File: config.mk
export PLATFORM = sky130hd
export DESIGN_NAME = fifo_wr_arbiter
export DESIGN_NICKNAME = d
export VERILOG_FILES = /design/src/rtl/fifo_wr_arbiter.sv
export SDC_FILE = /design/constraint.sdc
export NUM_CORES = 1
export LEC_CHECK = 0
export ABC_AREA = 1
export CAP_MARGIN = 20
export CORE_ASPECT_RATIO = 0.6
export CORE_MARGIN = 2
export CORE_UTILIZATION = 33
export DETAILED_ROUTE_END_ITERATION = 10
export PLACE_DENSITY = 0.77
export SLEW_MARGIN = 20
export SYNTH_ARGS = -nofsm -noshare
export SYNTH_HDL_FRONTEND = slang
export SYNTH_SLANG_ARGS = --single-unit
File: constraint.sdc
create_clock -name wr_clk -period 1.2 [get_ports wr_clk]
set_input_delay 0.12 -clock wr_clk [delete_from_list [all_inputs] [get_ports wr_clk]]
set_output_delay 0.12 -clock wr_clk [all_outputs]
set_load 0.005 [all_outputs]
File: src/rtl/fifo_wr_arbiter.sv
`default_nettype none
// ============================================================================
// Module   : fifo_wr_arbiter
// Purpose  : Round-robin burst arbiter sharing one FIFO write port among
//            NUM_REQ valid/ready requesters, honouring the FIFO full flag.
// Revision : 1.0
// ============================================================================
module fifo_wr_arbiter #(
    parameter int NUM_REQ   = 4,
    parameter int DATA_W    = 8,
    parameter int MAX_BURST = 4
) (
    input  logic                       wr_clk,
    input  logic                       wr_rst,
    input  logic [NUM_REQ-1:0]         req_valid_i,
    input  logic [NUM_REQ*DATA_W-1:0]  req_data_i,
    output logic [NUM_REQ-1:0]         req_ready_o,
    input  logic                       fifo_full_i,
    output logic                       fifo_wr_en_o,
    output logic [DATA_W-1:0]          fifo_wr_data_o,
    output logic                       grant_valid_o,
    output logic [$clog2(NUM_REQ)-1:0] grant_id_o
);

    localparam int ID_W  = $clog2(NUM_REQ);
    localparam int CNT_W = $clog2(MAX_BURST) + 1;

    localparam logic [ID_W-1:0]  c_last_id   = ID_W'(NUM_REQ - 1);
    localparam logic [CNT_W-1:0] c_last_beat = CNT_W'(MAX_BURST - 1);

    typedef enum logic [0:0] {
        S_IDLE  = 1'b0,
        S_BURST = 1'b1
    } state_t;

    state_t            state_q,    state_d;
    logic [ID_W-1:0]   rr_ptr_q,   rr_ptr_d;
    logic [ID_W-1:0]   grant_id_q, grant_id_d;
    logic [CNT_W-1:0]  beat_cnt_q, beat_cnt_d;

    logic [DATA_W-1:0]    w_req_data [NUM_REQ];
    logic [2*NUM_REQ-1:0] w_valid_dbl;
    logic                 w_found;
    logic [ID_W-1:0]      w_winner;
    logic [ID_W-1:0]      w_next_ptr;

    generate
        for (genvar gi = 0; gi < NUM_REQ; gi++) begin : g_unpack
            assign w_req_data[gi] = req_data_i[gi*DATA_W +: DATA_W];
        end
    endgenerate

    // Doubling the request vector turns the wrapped search into a plain
    // lowest-index search over positions at or above rr_ptr.
    assign w_valid_dbl = {req_valid_i, req_valid_i};

    always_comb begin
        w_found  = 1'b0;
        w_winner = '0;
        for (int j = 2*NUM_REQ-1; j >= 0; j--) begin
            if (w_valid_dbl[j] && (j >= int'(rr_ptr_q))) begin
                w_found  = 1'b1;
                w_winner = ID_W'((j >= NUM_REQ) ? (j - NUM_REQ) : j);
            end
        end
    end

    assign w_next_ptr = (grant_id_q == c_last_id) ? '0 : grant_id_q + 1'b1;

    always_ff @(posedge wr_clk or negedge wr_rst) begin
        if (!wr_rst) begin
            state_q    <= S_IDLE;
            rr_ptr_q   <= '0;
            grant_id_q <= '0;
            beat_cnt_q <= '0;
        end else begin
            state_q    <= state_d;
            rr_ptr_q   <= rr_ptr_d;
            grant_id_q <= grant_id_d;
            beat_cnt_q <= beat_cnt_d;
        end
    end

    always_comb begin
        state_d        = state_q;
        rr_ptr_d       = rr_ptr_q;
        grant_id_d     = grant_id_q;
        beat_cnt_d     = beat_cnt_q;
        req_ready_o    = '0;
        fifo_wr_en_o   = 1'b0;
        fifo_wr_data_o = '0;
        grant_valid_o  = 1'b0;

        case (state_q)
            S_IDLE: begin
                if (w_found) begin
                    grant_id_d = w_winner;
                    beat_cnt_d = '0;
                    state_d    = S_BURST;
                end
            end
            S_BURST: begin
                grant_valid_o           = 1'b1;
                req_ready_o[grant_id_q] = !fifo_full_i;
                fifo_wr_en_o            = req_valid_i[grant_id_q] & !fifo_full_i;
                fifo_wr_data_o          = w_req_data[grant_id_q];
                if (!req_valid_i[grant_id_q]) begin
                    state_d  = S_IDLE;
                    rr_ptr_d = w_next_ptr;
                end else if (!fifo_full_i) begin
                    beat_cnt_d = beat_cnt_q + 1'b1;
                    if (beat_cnt_q == c_last_beat) begin
                        state_d  = S_IDLE;
                        rr_ptr_d = w_next_ptr;
                    end
                end
            end
            default: state_d = S_IDLE;
        endcase
    end

    assign grant_id_o = grant_id_q;

endmodule
`default_nettype wire

; Yosys cells after proc, flatten, opt, wreduce, memory -nomap -nowiden
; Cells that the tools add are included.
; W data, S select, Z words.
[word_totals]
reg_bits = 8
output_inout_bits = 16
[classes]
magnitude_cmp = 6
n_addsub = 2
muxes = 38
bitwise = 4
n_eq_ne = 7
reduce_logical = 8
[ops]
columns = op, count
row1 = $mux W8, 3
row2 = $mux W2, 11
row3 = $bmux W8 S2, 1
row4 = $mux W1, 15
row5 = $mux W3, 3
row6 = $ne A2 B2 Y1 const B, 3
row7 = $pmux W3 S2, 1
row8 = $reduce_and A3 Y1, 2
row9 = $and A4 B4 Y4, 1
row10 = $ge A1 B2 Y1 const A, 2
row11 = $logic_and A1 B1 Y1, 4
row12 = $mux W4, 1
row13 = $ne A2 B1 Y1 const B, 2
row14 = $add A3 B1 Y3 const B, 1
row15 = $eq A3 B2 Y1 const B, 1
row16 = $ge A3 B3 Y1 const B, 1
row17 = $lt A2 B3 Y1 const B, 1
row18 = $not A2 Y3, 1
row19 = $add A2 B1 Y2 const B, 1
row20 = $bmux W1 S2, 1
row21 = $demux W1 S2, 1
row22 = $eq A2 B2 Y1 const B, 1
row23 = $ge A2 B1 Y1 const B, 1
row24 = $ge A2 B2 Y1 const A, 1
row25 = other kinds (5), 5

; Logic depth before layout (Yosys ltp)
; Gate-level depths: netlist (run 1).
[logic_depth]
depth_word = 9
mapped_depth = 7
depth_no_buf = 7

; Worst setup path after synthesis (run 1)
; Ideal clock, no wire load.
[synth_timing]
kind = reg-to-reg
start = reg grant_id_q[0], in the netlist grant_id_o[0]
end = reg rr_ptr_q[1]
slack_ns = -0.016
n_path_buf = 1
period_less_slack_ns = 1.216
setup_ns = 0.117
t_arrival_ns = 1.099
stages_incl_launch_ff = 6
cell_sequence = dfrtp_1 inv_2 buf_4 ha_1 nand3_1 nand2_1
[synth_between]
elab_chain_len = 5
elab_cells_between_ends = 11
classes_between = add/sub: 1 / eq/ne: 3 / mux: 6 / reduce/logical: 1
[synth_lines]
columns = item, line
row1 = "start, declared", 38  ; logic [ID_W-1:0] grant_id_q, grant_id_d;
row2 = "start signal, assigned", 79  ; grant_id_q <= grant_id_d;
row3 = $add A2 B1 Y2 / $eq A2 B2 Y1 (equally long branches), 68  ; assign w_next_ptr = (grant_id_q == c_last_id) ? '0 : grant_id_q + 1'b1;
row4 = $mux W2 *, 68
row5 = via w_next_ptr[1], 45  ; logic [ID_W-1:0] w_next_ptr;
row6 = $mux W2, 112  ; if (beat_cnt_q == c_last_beat) begin
row7 = $mux W2, 110  ; end else if (!fifo_full_i) begin
row8 = $mux W2 *, 107  ; if (!req_valid_i[grant_id_q]) begin
row9 = "end signal, assigned", 78  ; rr_ptr_q <= rr_ptr_d;
row10 = "end, declared", 37  ; logic [ID_W-1:0] rr_ptr_q, rr_ptr_d;
; Mark *: on every way through the listed nets, which the timed path passes. The rest lies on a longest branch. The select of a mux whose other input is x is not followed.
; A chain may end at the register's enable or synchronous reset.

; Worst setup path in the final report (run 1)
[layout_timing]
start = reg grant_id_q[0], in the netlist grant_id_o[0]
end = out fifo_wr_data_o[7]
[layout_between]
elab_chain_len = 5
[layout_lines]
columns = item, line
row1 = $not A2 Y3 (not written as such), 106  ; fifo_wr_data_o = w_req_data[grant_id_q];
row2 = $bmux W8 S2, 106
row3 = $mux W8 (not written as such) (2 in a row), 106
row4 = $mux W8, 94  ; case (state_q)
row5 = "end, declared", 20  ; output logic [DATA_W-1:0] fifo_wr_data_o,
; Every way passes these cells. The select of a mux whose other input is x is not followed.

==> impl_metrics.toml, run 1 <==
[timing]
worst_slack_ns = -0.409
fin_crit_sh_pct = 134
timing.hold.ws_ns = 0.169
tns_ns = -6.22
tightest_slew_ns = 0.370
setup_violations = 20
finClkSkew_ns = 0.00371
maxSlewHeadroom_pct = 75.3
min_period_ns = 1.61
hold_viol = 0
rsz0062_at_grt = "yes"
fmax_ghz = 0.622
drv_slew = 0

[cells_and_area]
multi_input_area_um2 = 788
antenna_cells = 0
regArea_um2 = 203
nFillCells = 153
area_growth_syn_to_layout_pct = 128
fin_area_um2 = 1980
layout.nets = 278
layout-drive-gt1-share_pct = 42.7

[routing]
ant_nets = 0
dr.pass1.iters = 4
wire_per_inst_um = 15.2
remaining_drc_errors = 0
wl_um = 4020
vias = 1321
avgViaCountPerCell = 5.00
first_iter_violations = 71

[global_routing]
grt_antenna_before_repair = 0
overflow = 0
first_global_vias = 1311
track_usage_pct = 26.0
grt_pass1_wl_um = 6120
grt_start_max_net_pins = 12

[setup_path]
path_delay_family = "buffers and inverters"
start_kind = "flop"
cpPeakStageDelay_ns = 0.36
cp_max_fo = 4
cp-end-kind = "output pin"
arrival_ns = 1.49
crit_chain = "buf_4 > buf_6 > buf_6 > nor2_1 > nor2_1 > o21ai_2 > a21oi_2 > buf_2"
crit_type = "flop to output pin"
cp.buffers_inverters = 4
worstPathRequired_ns = 1.08
slowest_stage = "dfrtp_2"

[cts]
cts_made_buffers = 3
cts_tree = "done"
clkTransAtPathRegs_ns = 0.04
cts_sinks = 8
clk_latency_ns = 0.23
clockBufferDepth = 2
cts_hold_buf = 0
htree_num_levels = 1
cts_root_buf = "clkbuf_8"

[floorplan]
row_count = 14
initial_core_util_pct = 34.7
dieWidth_um = 70.2
fp.dieH_um = 43.7
core_um2 = 2500
die_area_um2 = 3070
ios = 55

[status]
outcome = "complete, but fails checks"
violations = "negative setup slack"

[yosys]
netlist.area_leader.share_pct = 23.1
synth-edff-count = 0
synth_area_leaders = "dfrtp_1, nor2_1, nand2_1"
syn_inst = 144
async_flop_share_pct = 100
postSynthNetCount = 189
yosysMostFrequentCell = "nor2_1"
ys_ff_latch = 8
syn_area_per_cell_um2 = 6.03
yosysWarnings = 0
yosys.cell_types.count = 20
syn_area_um2 = 868
synthTopCellsByCount = "nor2_1, nand2_1, a21oi_1, nand3_1"
synth-seq-area-share_pct = 23.1
synth_top_area_cell = "dfrtp_1"
synthFlopType = "dfrtp_1"

[power]
total_power_mw = 4.39
p_per_area_nw_per_um2 = 2220
irDropWorstVdd_v = 0.000979
leakagePower_nw = 0.936

[place]
placed_area_um2 = 1540
io_buffers = 54
dp_hpwl_um = 2350
gp_congestion = 0.861

[worst_hold_path]
hp-class = "primary input to async pin"

[run]
maxCapViolCount = 0
logic make-up after synthesis:
family	Yosys count	synth area share, %
AND/OR/NAND/NOR	84	40.6
AO/OA/AOI/OAI	29	17.0
buffers and inverters	17	10.7
flip-flops	8	23.1
adder cells (fa/ha/maj)	6	8.65
metrics by stage:
| step | utilization [%] | std cells | setup slack (ns) |
|---|---|---|---|
| global route | 78.9 | 264 | -0.460 |
| floorplan | - | 144 | 0.0323 |
| detailed placement | 61.6 | 242 | -0.498 |
| finish | 78.9 | 264 | -0.409 |
| CTS | 74.0 | 263 | -0.380 |
| global placement | 61.6 | 242 | -0.434 |
layer usage:
metal  track usage, %  share of wire (%)
met5                0                  0
met4             13.5                1.8
met3             6.28                6.1
met2             44.5                 49
met1             31.0                 43
state kept, by name, summed over array words and instances, names as in the netlist:
register and count:
grant_id_o 2, state_q 1, beat_cnt_q 3, rr_ptr_q 2
placed cells by master, fill, tap and decap left out, types with 2 or more instances in the layout:
cell	synthesis	layout
dfrtp_2	0	2
nor2_1	42	26
nand2_4	1	3
buf_2	1	13
buf_8	0	2
nand3_1	10	5
o21ai_1	9	8
a21oi_2	0	2
a21oi_1	10	8
o21ai_0	9	2
ha_1	6	2
inv_1	9	9
nand2_2	0	2
nor2_2	0	12
o21ai_2	0	8
clkbuf_8	0	3
nor2_4	0	4
dfrtp_1	8	6
nand2_1	27	23
dlymetal6s2s_1	0	2
clkdlybuf4s50_1	0	36
inv_4	0	2
ha_4	0	3
buf_6	1	17
nand3_2	2	3
nand3_4	0	4
buf_4	1	15
power breakdown:
part	leakage, nW	switching (mW)	internal (mW)
Combinational	0.814	1.74	1.80
Sequential	0.0991	0.116	0.392
Clock	0.0228	0.117	0.231
repair_timing:
item,4_1_cts,5_1_grt
pin swaps,24,15
setup buffers,16,3
setup endpoints to repair,24,22
gates resized for setup,114,34
cloned,2,0
path summary, 6_finish.rpt:
path	from	end	slack, ns	depth (start not counted)
setup reg to reg	grant_id_o[0]	rr_ptr_q[0]	-0.38	11
max in group asynchronous	wr_rst	grant_id_o[1]	0.74	1
hold reg to reg	beat_cnt_q[1]	beat_cnt_q[1]	0.51	2
min in group wr_clk	req_valid_i[0]	state_q	0.48	5
hold / removal	wr_rst	beat_cnt_q[0]	0.17	1
setup / recovery	grant_id_o[0]	fifo_wr_data_o[7]	-0.41	8
area by class of cell:
cell class	count	area share, %
sequential	8	10.3
clock buffer	4	2.28
tap	32	2.03
multi-input combinational	119	39.9
inverter	12	2.53
timing repair buffer	89	43.0
(Power assumes the default switching activity.)
==> run 2: changes to the inputs <==
Settings changed: CORE_UTILIZATION 33 to 36, PLACE_DENSITY 0.77 to 0.79.
Clock period 1.2 ns to 1.6 ns, I/O delays scaled along.
==> run 2 against run 1 <==
The run still ends with negative setup slack left. Final cell count down 3.8%. Hold slack better by 0.056 ns. Total power down 33%. Combinational power down 35%. Critical path type unchanged.
==> impl_metrics.toml, run 2 (synthesis gave the netlist of run 1 again) <==
[cts]
htree_num_levels = 1
clockBufferDepth = 2
cts_made_buffers = 3
cts_sinks = 8
clk_latency_ns = 0.23
clkTransAtPathRegs_ns = 0.04
cts_hold_buf = 0
cts_tree = "done"
cts_root_buf = "clkbuf_8"

[cells_and_area]
largest_reg_flops = 3
fin_cells = 254
nFillCells = 131
layout-drive-gt1-share_pct = 32.6
layout_common_cells = "clkdlybuf4s50_1, nor2_1, nand2_1"
regMostFlops = "beat_cnt_q"
antenna_cells = 0
regArea_um2 = 203
final_common_cell = "clkdlybuf4s50_1"
area_growth_syn_to_layout_pct = 107
fin_util_pct = 80.7
fin_area_um2 = 1800
layout.nets = 271
multi_input_area_um2 = 702

[routing]
ant_nets = 0
first_iter_violations = 124
wire_per_inst_um = 16.2
dr.pass1.iters = 5
remaining_drc_errors = 0
vias = 1378
avgViaCountPerCell = 5.43
wl_um = 4120

[timing]
maxSlewHeadroom_pct = 74.4
fmax_ghz = 0.608
hold_viol = 0
fin_crit_sh_pct = 103
drv_slew = 0
finClkSkew_ns = 0.000155
tightest_slew_ns = 0.382
min_period_ns = 1.65
timing.hold.ws_ns = 0.224
worst_slack_ns = -0.0451
rsz0062_at_grt = "yes"
setup_violations = 6

[place]
placed_area_um2 = 1500
io_buffers = 54
dp_hpwl_um = 2550
dp.cells = 236
gp_congestion = 0.805

[global_routing]
gr-max-usage-layer = "met2"
track_usage_pct = 26.2
overflow = 0
first_global_vias = 1221
grt_start_max_net_pins = 15
grt_pass1_wl_um = 5640
use_met1_pct = 33.8
met3_usage_pct = 5.65
use_met2_pct = 45.3
grt_antenna_before_repair = 0

[floorplan]
core_um2 = 2230
initial_core_util_pct = 39.0
dieWidth_um = 67.4
ios = 55
row_count = 13
fp.dieH_um = 42.0
die_area_um2 = 2830

[power]
irDropWorstVdd_v = 0.000846
p_per_area_nw_per_um2 = 1630
leakagePower_nw = 0.873

[setup_path]
cp_max_fo = 5
start_kind = "flop"
cp-end-kind = "output pin"
arrival_ns = 1.49
worstPathRequired_ns = 1.44
timing.rr.start = "grant_id_o[0]"
startpoint = "grant_id_o[0]"
crit_type = "flop to output pin"

[run]
maxCapViolCount = 0

[status]
outcome = "complete, but fails checks"
violations = "negative setup slack"

[worst_hold_path]
hp-class = "primary input to async pin"
## run 2: layer usage
metal	vias to the layer above	wire length (µm)
li1	628	-
met1	658	1660
met2	84	2070
met3	8	314
met4	0	71
met5	-	0
## run 2: per-stage QoR
step	worst slack (ns)	TNS [ns]	total power [mW]
final	-0.0451	-0.126	2.93
after global placement	-0.0946	-0.510	2.00
after global routing	-0.108	-0.531	3.15
after CTS	-0.229	-0.575	2.40
after floorplan	0.384	0	1.28
after detailed placement	-0.130	-0.696	2.06
## run 2: critical path, stage by stage, from the launching register on
cell and delay, ns:
dfrtp_2 0.44, clkinv_4 0.08, buf_6 0.13, buf_4 0.12, ha_1 0.18, nand2_1 0.06
nor2_1 0.03, clkdlybuf4s15_1 0.21
## run 2: final timing paths
check,to,slack (ns),depth (start not counted)
worst max-delay path,req_ready_o[2],-0.05,7
worst min-delay path,rr_ptr_q[1],0.22,1
worst max register to register,rr_ptr_q[1],0.20,8
worst min register to register,beat_cnt_q[2],0.51,2
max in group asynchronous,grant_id_o[0],1.08,1
min in group wr_clk,beat_cnt_q[2],0.51,2
## run 2: timing repair
item                       CTS  global route
gates cloned                 1             0
setup buffers                7             8
resized for setup           47            57
pin swaps                    7            20
setup endpoints to repair   13            11
## run 2: power breakdown
part,switching (mW),total (mW),leakage [nW],internal (mW)
clock,0.0754,0.238,0.0216,0.163
sequential,0.107,0.402,0.0991,0.295
combinational,1.16,2.29,0.752,1.12
## run 2: final cells by class
cell class                      count  area share (%)
Timing Repair Buffer               82            42.2
Clock buffer                        3            2.30
Inverter                           12            3.06
Sequential cell                     8            11.3
Multi-Input combinational cell    119            39.0
Tap cell                           30            2.09
==> variant, RTL diff (config.mk and constraints of run 2) <==
Reset style: synchronous (`wr_rst`), changed in one clocked block.
--- a/src/rtl/fifo_wr_arbiter.sv
+++ b/src/rtl/fifo_wr_arbiter.sv
@@ -67,7 +67,7 @@
 
     assign w_next_ptr = (grant_id_q == c_last_id) ? '0 : grant_id_q + 1'b1;
 
-    always_ff @(posedge wr_clk or negedge wr_rst) begin
+    always_ff @(posedge wr_clk) begin
         if (!wr_rst) begin
             state_q    <= S_IDLE;
             rr_ptr_q   <= '0;
Behaviour: differs if wr_rst is asserted again (counterexample within 4 cycles, from zero or initial values and one cycle with wr_rst low); with wr_rst held inactive, the same outputs for 10 cycles.
==> variant against run 2 <==
  * First-iteration DRC count down 51%
  * Maximum frequency up 8.1%
  * Setup slack better by 0.12 ns
  * Sequential cell count unchanged
  * Routed wire length down 23%
  * Count of clock-buffer cells in the layout unchanged
  * Cell count down 2.0%
  * Global-route usage down 3.9 points
  * Sequential share of layout area down 1.1 points
  * Core utilization down 14 points
  * Final area down 9.7%
  * Critical path depth down 2
  * Synthesized area up 5.5%
Power is not compared: it rests on default switching activity, and its combinational part moved more than twofold at a synthesized area within 25%.
==> variant: results (changes against run 2) <==
====================================================================================
Data arrival time of the worst path                                          1.36 ns   -0.13 ns
Vias per cell                                                                   4.99   -8.1%
Final worst clock skew                                                    0.00654 ns   +0.00639 ns
Final RePlAce weighted congestion                                              0.867   +7.7%
Overall routed net length                                                    3150 um   -23%
Detailed router's first-iteration violation count                                 61   -51%
Number of setup buffers added after CTS                                            0   -7
Post-layout nets                                                                 264   -2.6%
First-pass GRT wire length                                                   5380 um   -4.6%
Vias in the first global route                                                  1211   -0.82%
Overall Global Routing Usage                                                   22.4%   -3.9 points
Post-detail-place hpwl                                                       2470 um   -3.3%
Cell types with the largest area share after synthesis                  dfxtp_1 (17%), nor2_1 (17%), o21ai_0 (11%)
Global-route track usage on met2                                               35.0%   -10 points
Cell Area, Placed                                                       0.00158 sq mm   +5.9%
Number of detailed-routing iterations run before antenna repair                    4   -1
Top post-synthesis cells by count                                       nor2_1 (41), o21ai_0 (20), a21oi_1 (18), inv_1 (14), nand2_1 (14)
Area occupied by multi-input gates                                         638 sq um   -9.1%
Fraction of met1 tracks used by global routing                                 30.1%   -3.7 points
Worst-Margin Slew                                                           0.309 ns   -0.0729 ns
Met3 usage in global routing                                                   4.99%   -0.66 points
Run status                                                              finished clean
Net count of the mapped netlist                                                  193   +2.1%
Proportion of synthesized flip-flops having asynchronous set or reset             0%   -100 points
Max reg flops                                                                      3   unchanged
Sequential-to-total area share from yosys stat                                 17.5%   -5.6 points
Fraction of final layout cells with drive strength greater than 1              18.0%   -15 points
# fillers                                                                        226   +73%
Worst hold-check path type                                              flop to flop
====================================================================================
[variant: final cells by class]
class | count | share of cell area (%)
Clock buffer | 3 | 2.54
Inverter | 16 | 4.01
Multi-Input combinational cell | 118 | 39.3
Sequential cell | 8 | 10.2
Tap cell | 32 | 2.47
Timing Repair Buffer | 72 | 41.5
[variant: final timing paths]
kind	start	end	cells past startpoint	slack, ns
worst max-delay path	grant_id_o[0]	req_ready_o[3]	5	0.08
worst min-delay path	beat_cnt_q[2]	beat_cnt_q[2]	2	0.49
worst max register to register	grant_id_o[0]	rr_ptr_q[1]	8	0.33
worst min register to register	beat_cnt_q[2]	beat_cnt_q[2]	2	0.49
[variant: repair_timing]
item                       4_1_cts  5_1_grt
pin swaps                        0        5
setup endpoints to repair       13        6
resized for setup               23        8
hold buffers                     0        0
[variant: cell families after synthesis]
logic type | share of synthesized area [%]
AO/OA/AOI/OAI | 21.6
flip-flops | 17.5
buffers and inverters | 13.1
AND/OR/NAND/NOR | 39.6
adder cells (fa/ha/maj) | 8.20
[variant: per-stage QoR]
stage,cells,worst slack (ns)
6_report,249,0.0788
5_1_grt,249,0.000465
4_1_cts,249,0.0764
3_5_place_dp,246,-0.0443
3_3_place_gp,246,-0.0355
2_1_floorplan,148,0.243
[variant: worst max-delay path, stage by stage (launching register included)]
cell and delay (ns):
dfxtp_4 0.38, buf_6 0.14, ha_1 0.14, inv_1 0.05, nor3_1 0.16, dlygate4sd2_1 0.26
[variant: metal layers]
metal / routed length (um) / vias up / share of wire [%]
met3: 223 / 10 / 7.1
met5: 0 / - / 0
li1: - / 622 / -
met4: 71 / 0 / 2.3
met1: 1520 / 550 / 48
met2: 1340 / 60 / 42
[variant: report_power, final]
| part | switching, mW | internal (mW) |
|---|---|---|
| clock | 0.0843 | 0.163 |
| sequential | 0.0233 | 0.219 |
| combinational | 0.233 | 0.267 |
